==> src/rtl/shift_register_demultiplexer.sv <==
// Four-channel serial-to-parallel demultiplexer: each accepted bit shifts MSB-first
// into the channel chosen by {sel0, sel1}; a full word is published on outk with a done pulse.
module shift_register_demultiplexer #(
    parameter int WIDTH = 4
) (
    input  logic             clk,
    input  logic             rst_n,
    input  logic             sel0,
    input  logic             sel1,
    input  logic             in,
    input  logic             in_valid,
    input  logic             clear,
    output logic [WIDTH-1:0] out0,
    output logic [WIDTH-1:0] out1,
    output logic [WIDTH-1:0] out2,
    output logic [WIDTH-1:0] out3,
    output logic             done0,
    output logic             done1,
    output logic             done2,
    output logic             done3,
    output logic             busy
);

    localparam int CNT_W = (WIDTH > 2) ? $clog2(WIDTH) : 1;
    localparam logic [CNT_W-1:0] LAST = CNT_W'(WIDTH - 1);

    logic [1:0]            chan_sel;
    logic [3:0][WIDTH-1:0] word_bus;
    logic [3:0]            done_bus;
    logic [3:0]            active;

    assign chan_sel = {sel0, sel1};

    genvar gi;
    generate
        for (gi = 0; gi < 4; gi++) begin : g_chan
            logic [WIDTH-1:0] sr_reg;
            logic [CNT_W-1:0] cnt_reg;
            logic [WIDTH-1:0] word_reg;
            logic             done_reg;
            logic             accept;
            logic             last_bit;
            logic [WIDTH-1:0] shifted;

            // clear wins over a simultaneous valid bit, so it never reaches the shifter
            assign accept   = in_valid && !clear && (chan_sel == 2'(gi));
            assign last_bit = (cnt_reg == LAST);
            assign shifted  = {sr_reg[WIDTH-2:0], in};

            always_ff @(posedge clk or negedge rst_n) begin
                if (!rst_n) begin
                    sr_reg   <= '0;
                    cnt_reg  <= '0;
                    word_reg <= '0;
                    done_reg <= 1'b0;
                end else begin
                    done_reg <= accept && last_bit;
                    if (clear) begin
                        sr_reg  <= '0;
                        cnt_reg <= '0;
                    end else if (accept) begin
                        if (last_bit) begin
                            word_reg <= shifted;
                            sr_reg   <= '0;
                            cnt_reg  <= '0;
                        end else begin
                            sr_reg  <= shifted;
                            cnt_reg <= cnt_reg + 1'b1;
                        end
                    end
                end
            end

            assign word_bus[gi] = word_reg;
            assign done_bus[gi] = done_reg;
            assign active[gi]   = (cnt_reg != '0);
        end
    endgenerate

    assign out0  = word_bus[0];
    assign out1  = word_bus[1];
    assign out2  = word_bus[2];
    assign out3  = word_bus[3];
    assign done0 = done_bus[0];
    assign done1 = done_bus[1];
    assign done2 = done_bus[2];
    assign done3 = done_bus[3];
    assign busy  = |active;

endmodule

==> config.mk <==
export PLATFORM = sky130hd
export DESIGN_NAME = shift_register_demultiplexer
export DESIGN_NICKNAME = d
export VERILOG_FILES = /design/src/rtl/shift_register_demultiplexer.sv
export SDC_FILE = /design/constraint.sdc
export NUM_CORES = 1
export LEC_CHECK = 0
export CAP_MARGIN = 20
export CELL_PAD_IN_SITES_DETAIL_PLACEMENT = 1
export CELL_PAD_IN_SITES_GLOBAL_PLACEMENT = 1
export CORE_UTILIZATION = 38
export CTS_CLUSTER_DIAMETER = 30
export DETAILED_ROUTE_END_ITERATION = 6
export GPL_ROUTABILITY_DRIVEN = 0
export HOLD_SLACK_MARGIN = 0.06
export PLACE_DENSITY_LB_ADDON = 0.1
export SLEW_MARGIN = 30
export SYNTH_ARGS = -nofsm -noshare
export SYNTH_HDL_FRONTEND = slang
export SYNTH_SLANG_ARGS = --single-unit
export TNS_END_PERCENT = 10
==> constraint.sdc <==
create_clock -name clk -period 1.23 [get_ports clk]
set_input_delay 0.246 -clock clk [delete_from_list [all_inputs] [get_ports clk]]
set_output_delay 0.246 -clock clk [all_outputs]
set_load 0.02 [all_outputs]
==> reports/metrics.cfg <==
[timing]
worst_pin_slew_ns = 0.358
skew_ns = 0.00281
min_period_over_period_pct = 117
rsz0062_at_grt = true
fmax_ghz = 0.693
finalHoldViolCount = 0
setup_viol = 11
max-slew-margin-rel_pct = 76.1
finalCriticalPeriod_ns = 1.44
final.setup.worst_slack_ns = -0.213
slew_viol_final = 0

[placement]
portBuffers = 27
place_hpwl_mm = 2.83
pre_cts_slack_ns = -0.580
placed_cells = 249

[detailed_routing]
wire_per_inst_um = 14.8
drc = 0
antenna_left = 0
drtIter0Drc = 33
via_per_inst = 4.86
dr.pass1.iters = 6
wirelength_mm = 3.91
vias = 1279

[setup_path]
rr_endpoint = out3[0]$_DFFE_PN0P_
critPathRequiredTime_ns = 0.98
crit_path_end_kind = output pin
worstReg2RegStart = g_chan[3].cnt_reg[1]$_DFFE_PN0P_
cp_max_fo = 2
path_class = reg2out
cp-start-kind = flip-flop
r2r_slack_ns = -0.10
rr_worst_depth = 5
arrival_ns = 1.20

[layout]
fin_util_pct = 56.3
fin_cells = 263
largest_reg_flops = 12
drive_gt1_share_pct = 43.6
nNetsFinal = 225
syn2layout_area_growth_pct = 38.9
antennaDiodeCount = 0

[power]
peakVddDrop_v = 0.000646
p_total_mw = 2.49
power.density_mw_per_mm2 = 988
leakage_nw = 1.29

[grt]
grt_busiest_layer = met2
antenna_found_initial = 0
grt_overflow = 0
grt_pass1_vias = 1393
grt_pass1_wl_mm = 6.57
met3_usage_pct = 4.56
grtUsageTotal_pct = 17.1
grtUsageMet1_pct = 20.7
grt_use_met2_pct = 30.1
grt_max_degree = 29

[synth]
yosys_warnings = 0
ys_types = 24
syn-num-nets = 163
netlist_instances = 148
synth_area_mm2 = 0.00181
yosysSeqAreaShare_pct = 55.2
ys_ff_latch = 40
synth_area_per_cell_um2 = 12.2

[outcome]
outcome = finished, violations left
violations = setup timing

[floorplan]
die-area_mm2 = 0.00505
core_mm2 = 0.00447
num_io_pins = 28
die_x_um = 71.1
num_rows = 24
die_h_um = 71.1
start_util_pct = 40.5

[clock_tree]
tritoncts = built
htreeDepth = 2
cts.sinks = 40
clk_latency_ns = 0.29
clkTransAtPathRegs_ns = 0.08
cts_made_buffers = 5
clk_path_buf_depth = 2
cts-root-buf = clkbuf_8

[run]
maxCapViolations = 0

[worst_hold_path]
min_path_type = in2async

kinds of logic (layout without fill, tap and decap cells):
group           after synthesis  count (layout)  synth area share, %
simple gates                 44              44                 17.2
flops                        40              40                 55.2
buf+inv                      20              83                 4.62
compound gates               17              17                 5.24
mux                          16              16                 10.8
fa+ha+maj                     8               8                 5.52
xor+xnor                      3               3                 1.45
per-stage QoR:
step	hold slack, ns	TNS [ns]	area [µm²]
2_1_floorplan	-0.0496	-0.404	1830
3_3_place_gp	0.163	-16.27	2340
3_5_place_dp	0.177	-17.39	2340
4_1_cts	0.392	-1.08	2500
5_1_grt	0.416	-1.61	2520
6_report	0.395	-0.844	2520
final cells by class:
cell class                      count  area [µm²]
Fill cell                         471        1960
Clock inverter                      2        10.0
Timing Repair Buffer               61         467
Clock buffer                        6        82.6
Sequential cell                    40        1000
Multi-Input combinational cell     88         840
Tap cell                           52        65.1
Inverter                           14        52.6
how the worst max path moves through the flow:
stage	start	to	slack, ns	cells past startpoint
after CTS	g_chan[0].cnt_reg[1]$_DFFE_PN0P_	busy	-0.23	4
after floorplan	g_chan[3].cnt_reg[0]$_DFFE_PN0P_	out3[3]$_DFFE_PN0P_	-0.09	5
after detailed placement	clear	out2[0]$_DFFE_PN0P_	-0.58	5
after global placement	clear	out0[3]$_DFFE_PN0P_	-0.57	5
after global routing	g_chan[2].cnt_reg[0]$_DFFE_PN0P_	busy	-0.26	4
final	g_chan[2].cnt_reg[0]$_DFFE_PN0P_	busy	-0.21	4
synth_stat cells:
master / instances / area share (%)
nand2_4: 1 / 0.62
nor4b_4: 1 / 1.3
and4bb_2: 2 / 1.4
o21ai_0: 13 / 3.6
mux2_1: 1 / 0.62
o31ai_1: 4 / 1.7
dfrtp_1: 40 / 55
ha_1: 8 / 5.5
nand4_1: 1 / 0.35
nor2_1: 3 / 0.62
or2_1: 1 / 0.35
mux2_2: 11 / 6.8
nand4b_1: 1 / 0.48
inv_1: 14 / 2.9
nand3b_1: 16 / 6.6
buf_2: 1 / 0.28
clkbuf_1: 3 / 0.62
nand2_1: 6 / 1.2
buf_4: 2 / 0.83
nand2b_1: 9 / 3.1
nor3b_1: 1 / 0.41
xnor2_1: 3 / 1.4
nand2_2: 2 / 0.69
mux2_4: 4 / 3.3
per-layer routing:
| layer | vias up | share of wire, % |
|---|---|---|
| met1 | 636 | 46 |
| met4 | 0 | 1.0 |
| met3 | 4 | 2.7 |
| met2 | 21 | 50 |
| li1 | 618 | - |
| met5 | - | 0 |
worst max-delay path, cell delays in order (launching register included):
cell	delay [ns]
dfrtp_1	0.40
inv_2	0.09
ha_4	0.13
nand4_1	0.11
buf_4	0.17
report_power, final:
part           switching, mW  internal [mW]  leakage (nW)
Combinational          0.124          0.119         0.685
Clock                  0.453          0.448        0.0510
Sequential            0.0121           1.33         0.556
placed cells by master (no fill, tap or decap), types with 2 or more instances in the layout:
cell,instances
dfrtp_1,40
buf_4,31
nand3b_1,16
clkbuf_2,14
mux2_4,13
o21ai_0,9
nand2b_1,9
inv_1,8
inv_2,6
nand2_1,6
clkbuf_8,6
clkdlybuf4s15_1,5
o21ai_1,4
o31ai_1,4
ha_4,4
dlygate4sd2_1,4
mux2_2,3
xnor2_1,3
nor2_1,3
ha_1,3
nand2_4,2
clkinv_2,2
buf_6,2
repair_timing:
item                                    4_1_cts  5_1_grt
resized for setup                            61       35
endpoints found under the setup margin       49       39
endpoints found under the hold margin        12        0
pin swaps                                     1        2
hold buffers                                  1        0
setup buffers                                 1        4
Power figures use the tool's default switching activity.
